`src/rtl/pwm_multi.sv`:
```
// pwm_multi: multi-channel PWM with shared timebase and boundary-synchronised double-buffered period/duty.
// Optional center-aligned (up/down) counting is compiled in when PWM_CENTER_EN is defined.
module pwm_multi #(
  parameter int N  = 8,
  parameter int CH = 4
) (
  input  logic          clk,
  input  logic          clr,
  input  logic          en,
  input  logic          mode,
  input  logic          load,
  input  logic [N-1:0]  period,
  input  logic [CH*N-1:0] duty,
  output logic [CH-1:0] pwm,
  output logic          sync,
  output logic          pend
);
  logic [N-1:0]    r_cnt, r_per_a, r_per_s, w_cnt_nx;
  logic [CH*N-1:0] r_duty_a, r_duty_s;
  logic [CH-1:0]   r_pwm, w_pwm_nx;
  logic            r_sync, r_pend, w_idle, w_top, w_bnd, w_xfer;
  assign w_idle = !en || (r_per_a < N'(2));
  assign w_top  = r_cnt == r_per_a - N'(1);
`ifdef PWM_CENTER_EN
  logic r_dn, w_dn_nx, w_turn;
  assign w_turn = mode && (r_dn || w_top);
  // count up to the top, then down to 1 and wrap to 0; edge mode wraps at the top
  always_comb begin
    w_cnt_nx = w_turn ? r_cnt - N'(1) : (w_top ? '0 : r_cnt + N'(1));
    w_dn_nx  = w_turn && (r_cnt != N'(1));
    w_bnd    = w_turn ? (r_cnt == N'(1)) : w_top;
  end
  // direction flag, cleared whenever the block is idle
  always_ff @(posedge clk or posedge clr)
    if (clr) r_dn <= 1'b0;
    else r_dn <= w_idle ? 1'b0 : w_dn_nx;
`else
  logic w_unused;
  assign w_unused = mode;
  // edge-aligned only: wrap to 0 after the top count
  always_comb begin
    w_cnt_nx = w_top ? '0 : r_cnt + N'(1);
    w_bnd    = w_top;
  end
`endif
  assign w_xfer = r_pend && (w_idle || w_bnd);
  // per-channel compare against the active duty
  always_comb begin
    w_pwm_nx = '0;
    for (int i = 0; i < CH; i++) w_pwm_nx[i] = !w_idle && (r_cnt < r_duty_a[i*N +: N]);
  end
  // timebase, double-buffered configuration and registered outputs
  always_ff @(posedge clk or posedge clr) begin
    if (clr) begin
      r_cnt    <= '0;
      r_per_a  <= '0;
      r_per_s  <= '0;
      r_duty_a <= '0;
      r_duty_s <= '0;
      r_pwm    <= '0;
      r_sync   <= 1'b0;
      r_pend   <= 1'b0;
    end else begin
      r_cnt  <= w_idle ? '0 : w_cnt_nx;
      r_pwm  <= w_pwm_nx;
      r_sync <= !w_idle && (r_cnt == '0);
      r_pend <= load || (r_pend && !w_xfer);
      if (w_xfer) begin
        r_per_a  <= r_per_s;
        r_duty_a <= r_duty_s;
      end
      if (load) begin
        r_per_s  <= period;
        r_duty_s <= duty;
      end
    end
  end
  assign pwm  = r_pwm;
  assign sync = r_sync;
  assign pend = r_pend;
endmodule

```
`config.mk`:
```
export PLATFORM = sky130hd
export DESIGN_NAME = pwm_multi
export DESIGN_NICKNAME = d
export VERILOG_FILES = /design/src/rtl/pwm_multi.sv
export SDC_FILE = /design/constraint.sdc
export NUM_CORES = 1
export LEC_CHECK = 0
export CORE_ASPECT_RATIO = 1.1
export CORE_MARGIN = 4
export CORE_UTILIZATION = 56
export CTS_BUF_LIST = sky130_fd_sc_hd__clkbuf_8 sky130_fd_sc_hd__clkbuf_16
export CTS_CLUSTER_SIZE = 28
export DETAILED_ROUTE_END_ITERATION = 12
export GPL_TIMING_DRIVEN = 0
export PLACE_DENSITY = 0.8
export SLEW_MARGIN = 20
export SYNTH_ARGS = -nofsm -noshare
export SYNTH_HDL_FRONTEND = slang
export SYNTH_SLANG_ARGS = --single-unit
```
`constraint.sdc`:
```
create_clock -name clk -period 3.7 [get_ports clk]
set_clock_uncertainty 0.15 [all_clocks]
set_input_delay 0.37 -clock clk [delete_from_list [all_inputs] [get_ports clk]]
set_output_delay 0.37 -clock clk [all_outputs]
set_load 0.03 [all_outputs]
```
; ---- After elaboration in Yosys (flattened, before gate mapping)
; Index checks and enable logic that the tools add are counted.
[classes]
addsub = 2
multipliers = 0
n_div = 0
n_lt_le_gt_ge = 5
eq_ne = 1
shifts = 0
muxes = 2
bitwise = 0
reduce_logical = 14
[ops]
columns = operator, n
row1 = less-than comparator 8 bit, 4
row2 = two-way mux 8 bit, 2
row3 = adder 8 x 1 -> 8 bit (second input constant), 1
row4 = == test 8 bit, 1
row5 = logical NOT 8 bit, 1
row6 = less-than comparator 8 x 2 -> 1 bit (second input constant), 1
row7 = subtractor 8 x 1 -> 8 bit (second input constant), 1
row8 = logical AND 1 bit, 7
row9 = logical NOT 1 bit, 3
row10 = logical OR 1 bit, 3
[word_totals]
reg_bits = 94
latchBits = 0
ram_bits = 0
rom_bits = 0
input_bits = 45
out_inout_bits = 6
word_cells = 32
n_memories = 0

; ---- Depth between registers and ports, before layout
; Gate-level depths: netlist of run 1.
[depth]
ltp_word = 7
ltp_mapped = 9
mapped_depth_nobuf = 8

; ---- Worst setup path before layout of run 1
; No wires, ideal clock.
[synth_timing]
kind = register to register
from = register r_per_a[2]
to = register r_duty_a[0]
arrival_ns = 2.319
setup_slack_ns = 1.104
stages_incl_launch_ff = 8
n_path_buf = 1
path_cell_list = dfrtp_1 > or4_1 > nor2_1 > xnor2_1 > nand4_1 > o41ai_2 > buf_4 > mux2_1
[synth_via]
elab_chain_len = 4
word_cells_on_any_way = 6
classes_between = add/sub: 1 / order compare: 1 / eq/ne: 1 / reduce/logical: 3
[synth_lines]
columns = item, line
row1 = "start, declared", 18  ; logic [N-1:0] r_cnt, r_per_a, r_per_s, w_cnt_nx;
row2 = "start signal, assigned", 69  ; r_per_a <= r_per_s;
row3 = subtractor 8 x 1 -> 8 bit or less-than comparator 8 x 2 -> 1 bit (tied branches), "23, 22"
row4 = == test 8 bit or logical OR 1 bit (tied branches), "23, 22"
row5 = logical OR 1 bit (*), 46  ; assign w_xfer = r_pend && (w_idle || w_bnd);
row6 = logical AND 1 bit (*), 46
row7 = "end signal, assigned", 70  ; r_duty_a <= r_duty_s;
row8 = "end, declared", 19  ; logic [CH*N-1:0] r_duty_a, r_duty_s;
; Mark *: on every way between the ends. The rest lies on a longest branch, timed or not.
; A chain may end at the register's enable or synchronous reset.

; ---- Worst setup path after layout of run 1
[layout_timing]
from = register r_per_a[2]
to = register r_duty_a[2]
; The elaborated chain is that of the path after synthesis.

==> flow_metrics.env, run 1 <==
export IMPL_hold_violations=0
export IMPL_layout_nets=494
export IMPL_worstPathRequired_ps=3790
export IMPL_min_period_over_period_pct=82.52
export IMPL_r2r_cells=6
export IMPL_crit_reg2reg_capture="r_duty_a[2]$_DFFE_PP0P_"
export IMPL_syn_num_nets=434
export IMPL_wirelength_mm=8.032
export IMPL_detail_route_antenna_nets=0
export IMPL_hold_class="in2reg"
export IMPL_cts_tree="done"
export IMPL_drc=0
export IMPL_p_leak_nw=2.429
export IMPL_drt_iter0_drc=127
export IMPL_coreArea_um2=7597
export IMPL_ir_drop_uv=257.9
export IMPL_status="finished clean"
export IMPL_relSlewSlack_pct=37.85
export IMPL_synth_distinct_cells=33
export IMPL_critPathBufInv=1
export IMPL_report_final_slew_viol_count=0
export IMPL_yosys_top_cells_count="dfrtp_1, mux2_2, inv_1, mux2_1, ha_1"
export IMPL_synth_cells=358
export IMPL_vias=2895
export IMPL_antenna_found_initial=0
export IMPL_hpwl_mm=5.850
export IMPL_avgViaCountPerCell=5.483
export IMPL_crit_type="reg2reg"
export IMPL_critical_path_endpoint_type="register"
export IMPL_cts_resized=0
export IMPL_die_area_um2=9478
export IMPL_synth_top_cell_by_area="dfrtp_1"
export IMPL_synthArstFlopShare_pct=100.0
export IMPL_synth_edf_count=0
export IMPL_slowest_delay_ps=780
export IMPL_postCtsSetupBuffers=0
export IMPL_setup_slack_ps=646.9
export IMPL_crit_fanout=10
export IMPL_antenna_cells=0
export IMPL_io_pins=51
export IMPL_reg2reg_from="r_per_a[2]$_DFFE_PP0P_"
export IMPL_clk_pin_slew_worst_paths_ps=90
export IMPL_clkSinkCount=94
export IMPL_min_period_ps=3053
export IMPL_gr_total_overflow=0
export IMPL_first_global_vias=2970
export IMPL_clock_path_buffers=2
export IMPL_root_buffer="clkbuf_8"
export IMPL_max_freq_mhz=327.5
export IMPL_avgSynthCellArea_um2=12.49
export IMPL_hp_start="load"
export IMPL_cts_inserted_buffers=9
export IMPL_cp_start_kind="register"
export IMPL_pre_cts_ws_ps=645.5
export IMPL_rsz0062_at_grt="false"
export IMPL_finalNonFillerCells=528
export IMPL_path_cells="or4_1 -> o41ai_1 -> nand2_1 -> o41ai_2 -> buf_4 -> mux2_1"
export IMPL_gp_congestion=0.8100
export IMPL_dpl_cell_area_um2=5105
export IMPL_grtUsageTotal_pct=18.65
export IMPL_synth_seq_cells=94
export IMPL_cts_hold_buffers=0
export IMPL_dr_pass1_iters=4
export IMPL_cap_violations=0
export IMPL_start_util_pct=58.84
export IMPL_synthDominantCellAreaShare_pct=52.62
export IMPL_tightest_slew_ps=920.2
export IMPL_grt_pass1_wl_mm=13.77
export IMPL_rrSetupSlack_ps=650
export IMPL_synthMostInstantiatedCell="dfrtp_1"
export IMPL_synth_seq_area_share_pct=52.62
export IMPL_ys_top_cells_by_area="dfrtp_1, mux2_2, mux2_1"
export IMPL_synth_area_um2=4471
export IMPL_yosys_most_used_dff="dfrtp_1"
export IMPL_io_buffers=48
export IMPL_hold_depth=2
export IMPL_yosysWarnings=0
export IMPL_row_count=33
export IMPL_htreeDepth=3
export IMPL_postLayoutCoreUtil_pct=70.19
export IMPL_hold_path_endpoint="r_duty_s[30]$_DFFE_PP0P_"
export IMPL_die_y_um=101.7
export IMPL_drive_above_1_share_pct=15.37
export IMPL_holdWs_ps=294.0
export IMPL_fill_cells=581
export IMPL_p_per_area_nw_per_um2=515.7
export IMPL_clock_latency_ps=360
export IMPL_final_cell_area_um2=5333
export IMPL_worst_path_max_delay_cell="o41ai_1"
export IMPL_die_w_um=93.19
export IMPL_setup_viol=0
export IMPL_critPathArrivalTime_ps=3140
export IMPL_path_delay_family="compound AO/OA/AOI/OAI gates"
export IMPL_dp_cells=512
export IMPL_area_growth_synth_to_final_pct=19.28
export IMPL_grt_max_degree=61
export IMPL_wl_per_cell_um=15.21
## metal layers
metal	up-vias	part of all wire (%)	global-route usage, %
met2	56	52	32.08
met1	1453	41	23.12
met3	17	4.2	3.120
met5	-	0	0
met4	0	2.4	8.568
li1	1369	-	-
## how the worst max path moves through the flow
stage,from,endpoint,slack (ps),cells after the start
finish,r_per_a[2]$_DFFE_PP0P_,r_duty_a[2]$_DFFE_PP0P_,650,6
global route,r_per_a[2]$_DFFE_PP0P_,r_cnt[5]$_DFF_PP0_,430,6
CTS,r_per_a[2]$_DFFE_PP0P_,r_cnt[5]$_DFF_PP0_,600,6
detailed placement,r_per_a[2]$_DFFE_PP0P_,r_cnt[5]$_DFF_PP0_,650,6
global placement,clr,r_per_a[3]$_DFFE_PP0P_,-530,2
floorplan,clr,pend$_DFF_PP0_,730,1
## per-stage QoR
stage / TNS (ps) / power (mW)
after floorplan: 0 / 1.811
after global placement: -49750 / 1.982
after detailed placement: 0 / 2.028
after CTS: 0 / 2.776
after global routing: 0 / 2.936
final: 0 / 2.750
## state kept, by name, summed over array words and instances, names as in the netlist
signal / flops
r_duty_s: 32
r_cnt: 8
r_duty_a: 32
pwm: 4
r_per_s: 8
pend: 1
sync: 1
r_per_a: 8
## cell usage in the layout (no fill, tap or decap), drive strengths merged
cell and count:
dfrtp 94, mux2 75, clkdlybuf4s50 48, inv 39
ha 31, nor2 21, clkbuf 17, o21ai 12
xor2 9, xnor2 9, nand3 6, nor3 6
nand2 6, nor4 6, or4 5, o2bb2ai 5
buf 5, a21boi 4, o21a 4, a21oi 4
and3 3, nor4b 2, bufinv 2, o41ai 2
a221oi 1, a41oi 1, nand4 1, nand2b 1
o31ai 1, o21bai 1, clkinvlp 1, clkinv 1
## report_power, final
group	switching, mW	internal, mW
Sequential	0.131	1.22
Clock	0.351	0.398
Combinational	0.309	0.342
## cell families after synthesis
logic type / Yosys count / synth area share [%]
XOR/XNOR: 18 / 3.527
multiplexers: 75 / 18.89
buffers and inverters: 48 / 4.366
adder cells (fa/ha/maj): 31 / 8.676
AND/OR/NAND/NOR: 57 / 6.522
flip-flops: 94 / 52.62
AO/OA/AOI/OAI: 35 / 5.402
## final cells by class
cell class / count / area, um^2 / share of cell area [%]
flip-flops and latches: 94 / 2352 / 44.11
multi-input cells: 216 / 1928 / 36.16
repair buffers: 49 / 500.5 / 9.385
inverters: 37 / 141.4 / 2.651
clock buffers: 10 / 137.6 / 2.581
well taps: 105 / 131.4 / 2.464
clock inverters: 6 / 85.08 / 1.595
plain buffers: 11 / 56.30 / 1.056
(Power assumes the default switching activity.)
==> run 2, diff against run 1 <==
CORE_UTILIZATION = 51   (was 56)
PLACE_DENSITY = 0.76   (was 0.8)
clock period = 2.5 ns   (was 3.7 ns; I/O delays follow)
==> flow_metrics.env, run 2 (synthesized netlist as in run 1, its figures left out) <==
export IMPL_final_common_cell="dfrtp_1"
export IMPL_postLayoutCoreUtil_pct=67.68
export IMPL_p_seq_share_pct=46.1
export IMPL_critPathArrivalTime_ps=2800
export IMPL_coreArea_um2=8452
export IMPL_wirelength_mm=9.138
export IMPL_critical_path_endpoint_type="register"
export IMPL_p_per_area_nw_per_um2=762.3
export IMPL_row_count=35
export IMPL_vias=2898
export IMPL_clock_path_buffers=2
export IMPL_setup_viol=39
export IMPL_p_sw_mw=1.348
export IMPL_p_leak_nw=2.626
export IMPL_min_period_over_period_pct=108.0
export IMPL_grtUsageTotal_pct=17.62
export IMPL_io_buffers=48
export IMPL_dr_pass1_iters=4
export IMPL_pre_cts_ws_ps=-590.3
export IMPL_critPathBufInv=3
export IMPL_hold_violations=0
export IMPL_avgViaCountPerCell=5.269
export IMPL_report_final_slew_viol_count=0
export IMPL_grt_max_degree=37
export IMPL_cts_inserted_buffers=9
export IMPL_ir_drop_uv=368.7
export IMPL_grt_pass1_wl_mm=14.26
export IMPL_path_delay_family="compound AO/OA/AOI/OAI gates"
export IMPL_rsz0062_at_grt="true"
export IMPL_die_w_um=97.27
export IMPL_drive_above_1_share_pct=26.88
export IMPL_die_area_um2=10330
export IMPL_hpwl_mm=6.013
export IMPL_cts_tree="done"
export IMPL_crit_type="reg2reg"
export IMPL_crit_fanout=10
export IMPL_min_period_ps=2700
export IMPL_worstPathRequired_ps=2600
export IMPL_layout_nets=510
export IMPL_first_global_vias=2907
export IMPL_clk_pin_slew_worst_paths_ps=100
export IMPL_relSlewSlack_pct=52.43
export IMPL_power_frac_clock_pct=24.6
export IMPL_slowest_delay_ps=480
export IMPL_antenna_cells=0
export IMPL_detail_route_antenna_nets=0
export IMPL_drc=0
export IMPL_tightest_slew_ps=713.6
export IMPL_die_y_um=106.2
export IMPL_io_pins=51
export IMPL_hold_class="in2async"
export IMPL_cp_start_kind="register"
export IMPL_drt_iter0_drc=114
export IMPL_start_util_pct=52.89
export IMPL_p_int_mw=3.013
export IMPL_cts_hold_buffers=0
export IMPL_setup_slack_ps=-200.2
export IMPL_most_common_layout_cells="dfrtp_1, clkdlybuf4s50_1, mux2_2, inv_1, ha_1"
export IMPL_clock_latency_ps=370
export IMPL_clkSinkCount=94
export IMPL_dpl_cell_area_um2=5147
export IMPL_violations="setup timing"
export IMPL_gp_congestion=0.8371
export IMPL_root_buffer="clkbuf_8"
export IMPL_dp_cells=519
export IMPL_finalNonFillerCells=550
export IMPL_worst_path_max_delay_cell="dfrtp_2"
export IMPL_critPathMostFrequentCell="nor2_1"
export IMPL_antenna_found_initial=0
export IMPL_max_freq_mhz=370.3
export IMPL_p_sw_share_pct=30.91
export IMPL_final_cell_area_um2=5720
export IMPL_wl_per_cell_um=16.61
export IMPL_area_growth_synth_to_final_pct=27.96
export IMPL_total_power_mw=4.361
export IMPL_gr_total_overflow=0
export IMPL_cap_violations=0
export IMPL_htreeDepth=3
export IMPL_path_cells="clkbuf_2 -> nor2_1 -> nor2_1 -> a221oi_2 -> a41oi_2 -> o41ai_4 -> buf_6 -> buf_8 -> mux2_1"
export IMPL_status="finished with violations"
export IMPL_pwr_share_comb_pct=29.4
export IMPL_reg_top3="r_duty_a: 32 flops, r_duty_s: 32 flops"
-- run 2: path summary, 6_finish.rpt --
check                                             from                       end  slack [ps]  cells after the start
worst min-delay path                               clr    r_per_s[4]$_DFFE_PP0P_         130                      2
worst min register to register  r_per_s[1]$_DFFE_PP0P_    r_per_a[1]$_DFFE_PP0P_         340                      1
max in group asynchronous                          clr        r_cnt[2]$_DFF_PP0_        1490                      3
worst max-delay path                r_cnt[2]$_DFF_PP0_   r_duty_a[5]$_DFFE_PP0P_        -200                      9
min in group clk                                  load  r_duty_s[30]$_DFFE_PP0P_         140                      2
worst max register to register      r_cnt[2]$_DFF_PP0_   r_duty_a[5]$_DFFE_PP0P_        -200                      9
-- run 2: final cells by class --
class / count / area [um^2]
plain buffers: 11 / 105.1
clock buffers: 10 / 137.6
clock inverters: 6 / 75.07
fillers: 582 / 2731
inverters: 37 / 142.6
multi-input cells: 216 / 2121
flip-flops and latches: 94 / 2356
well taps: 111 / 138.9
repair buffers: 65 / 644.4
-- run 2: power groups by stage --
stage | sequential (mW) | clock, mW | combinational, mW
after global placement | 2.02 | 0 | 0.937
final | 2.01 | 1.07 | 1.28
after detailed placement | 2.04 | 0 | 0.989
after floorplan | 2.01 | 0 | 0.687
after CTS | 2.00 | 1.09 | 1.12
after global routing | 2.05 | 1.17 | 1.41
-- run 2: per-layer routing --
metal / vias up / share of wire (%) / track usage, %
li1: 1399 / - / -
met1: 1440 / 43 / 21.86
met2: 47 / 52 / 29.64
met3: 12 / 3.5 / 4.265
met4: 0 / 2.0 / 7.319
met5: - / 0 / 0
-- run 2: timing repair --
item | CTS | global route
endpoints found under the setup margin | 54 | 50
buffers inserted | 7 | 8
gates resized for setup | 22 | 34
gates cloned | 0 | 0
pin swaps | 1 | 2
-- run 2: through the flow --
stage                     TNS, ps  hold slack, ps
final                       -6296           133.8
after CTS                   -6858           124.9
after global routing        -9561           151.3
after global placement     -28050           310.2
after detailed placement   -28010           318.4
after floorplan             -2912           251.7
==> run 3, diff against run 2 <==
CELL_PAD_IN_SITES_DETAIL_PLACEMENT = 1   (was unset)
CELL_PAD_IN_SITES_GLOBAL_PLACEMENT = 2   (was unset)
CORE_UTILIZATION = 35   (was 51)
GPL_TIMING_DRIVEN = unset   (was 0)
PLACE_DENSITY = unset   (was 0.76)
PLACE_DENSITY_LB_ADDON = 0.1   (was unset)
==> flow_metrics.env, run 3 (synthesized netlist as in run 1, its figures left out) <==
export IMPL_status="finished with violations"
export IMPL_violations="setup timing"
export IMPL_cts_tree="done"
export IMPL_final_common_cell="dfrtp_1"
export IMPL_die_area_um2=14650
export IMPL_clkSinkCount=94
export IMPL_drive_above_1_share_pct=27.96
export IMPL_die_y_um=126.5
export IMPL_clk_pin_slew_worst_paths_ps=70
export IMPL_relSlewSlack_pct=65.68
export IMPL_antenna_found_initial=0
export IMPL_setup_viol=40
export IMPL_rsz0062_at_grt="true"
export IMPL_io_buffers=49
export IMPL_coreArea_um2=12540
export IMPL_p_int_mw=3.419
export IMPL_hold_class="in2async"
export IMPL_hold_violations=0
export IMPL_io_pins=51
export IMPL_hpwl_mm=6.456
export IMPL_htreeDepth=3
export IMPL_max_freq_mhz=381.0
export IMPL_gr_total_overflow=0
export IMPL_grt_max_degree=95
export IMPL_dp_cells=581
export IMPL_vias=2981
export IMPL_p_leak_nw=2.735
export IMPL_grt_pass1_wl_mm=16.70
export IMPL_cts_inserted_buffers=9
export IMPL_clock_latency_ps=340
export IMPL_dr_pass1_iters=4
export IMPL_holdWs_ps=239.8
export IMPL_report_final_slew_viol_count=0
export IMPL_antenna_cells=0
export IMPL_wl_per_cell_um=16.11
export IMPL_min_period_ps=2625
export IMPL_layout_nets=519
export IMPL_total_power_mw=4.752
export IMPL_postLayoutCoreUtil_pct=47.20
export IMPL_row_count=43
export IMPL_gp_congestion=0.7162
export IMPL_area_growth_synth_to_final_pct=32.35
export IMPL_first_global_vias=3326
export IMPL_pre_cts_ws_ps=-192.1
export IMPL_wirelength_mm=9.731
export IMPL_critPathArrivalTime_ps=2700
export IMPL_crit_type="reg2reg"
export IMPL_reg_top3="r_duty_a: 32 flops, r_duty_s: 32 flops"
export IMPL_fill_cells=1312
export IMPL_p_sw_mw=1.333
export IMPL_drc=0
export IMPL_power_frac_clock_pct=30.0
export IMPL_pwr_share_comb_pct=28.5
export IMPL_crit_fanout=18
export IMPL_avgViaCountPerCell=4.935
export IMPL_p_sw_share_pct=28.05
export IMPL_clock_path_buffers=2
export IMPL_root_buffer="clkbuf_16"
export IMPL_detail_route_antenna_nets=0
export IMPL_drt_iter0_drc=80
export IMPL_p_per_area_nw_per_um2=803.0
export IMPL_cap_violations=0
export IMPL_ir_drop_uv=342.6
export IMPL_setup_slack_ps=-124.7
export IMPL_die_w_um=115.8
export IMPL_cp_start_kind="register"
export IMPL_start_util_pct=35.66
export IMPL_min_period_over_period_pct=105.0
export IMPL_tightest_slew_ps=514.9
export IMPL_critical_path_endpoint_type="register"
export IMPL_finalNonFillerCells=604
export IMPL_most_common_layout_cells="dfrtp_1, clkdlybuf4s50_1, mux2_2, inv_1, ha_1"
export IMPL_grtUsageTotal_pct=14.66
export IMPL_p_seq_share_pct=41.5
export IMPL_worstPathRequired_ps=2570
[run 3: area by class of cell]
type                       instances  area (um^2)  share of cell area (%)
multi-input combinational        216         2087                   35.27
clock inverter                     6        80.08                   1.353
sequential                        94         2352                   39.75
tap                              157        196.4                   3.320
timing repair buffer              85        833.3                   14.08
inverter                          37        142.6                   2.411
clock buffer                       9        225.2                   3.806
[run 3: worst max-delay path, cell delays in order, from the launching register on]
cell and delay [ps]:
dfrtp_1 380, or4_4 560, nor2_4 100, xnor2_1 120, nand4_1 170, o41ai_4 330, buf_4 170, buf_12 170
mux2_1 340
[run 3: timing repair]
item                                    in CTS  in global routing
gates cloned                                 2                  0
resized for setup                            6                 27
endpoints found under the setup margin      40                 48
pin swaps                                    1                  0
buffers inserted                             4                  2
hold buffers                                 0                  0
[run 3: power groups by stage]
stage / clock, mW / sequential (mW) / combinational, mW
2_1_floorplan: 0 / 2.01 / 0.687
3_3_place_gp: 0 / 1.99 / 1.13
3_5_place_dp: 0 / 2.00 / 1.17
4_1_cts: 1.47 / 1.97 / 1.25
5_1_grt: 1.54 / 2.01 / 1.52
6_report: 1.42 / 1.97 / 1.36
[run 3: worst paths after layout]
check / to / slack, ps / start / cells past startpoint
worst min-delay path: r_duty_s[27]$_DFFE_PP0P_ / 240 / clr / 3
worst max register to register: r_duty_a[9]$_DFFE_PP0P_ / -120 / r_per_a[5]$_DFFE_PP0P_ / 8
worst min register to register: r_duty_a[8]$_DFFE_PP0P_ / 330 / r_duty_a[8]$_DFFE_PP0P_ / 1
max in group asynchronous: r_cnt[5]$_DFF_PP0_ / 1550 / clr / 3
worst max-delay path: r_duty_a[9]$_DFFE_PP0P_ / -120 / r_per_a[5]$_DFFE_PP0P_ / 8
min in group clk: pend$_DFF_PP0_ / 300 / load / 2
[run 3: metrics by stage]
| stage | setup TNS (ps) | instance area [um^2] |
|---|---|---|
| 6_report | -3909 | 5917 |
| 5_1_grt | -9601 | 5917 |
| 4_1_cts | -3915 | 5781 |
| 3_5_place_dp | -6611 | 5380 |
| 3_3_place_gp | -5424 | 5380 |
| 2_1_floorplan | -2912 | 4488 |
[run 3: layer usage]
metal	GRT usage [%]	part of all wire (%)
met1	19.77	47
met2	23.37	49
met3	3.149	2.7
met4	5.119	1.6
met5	0	0
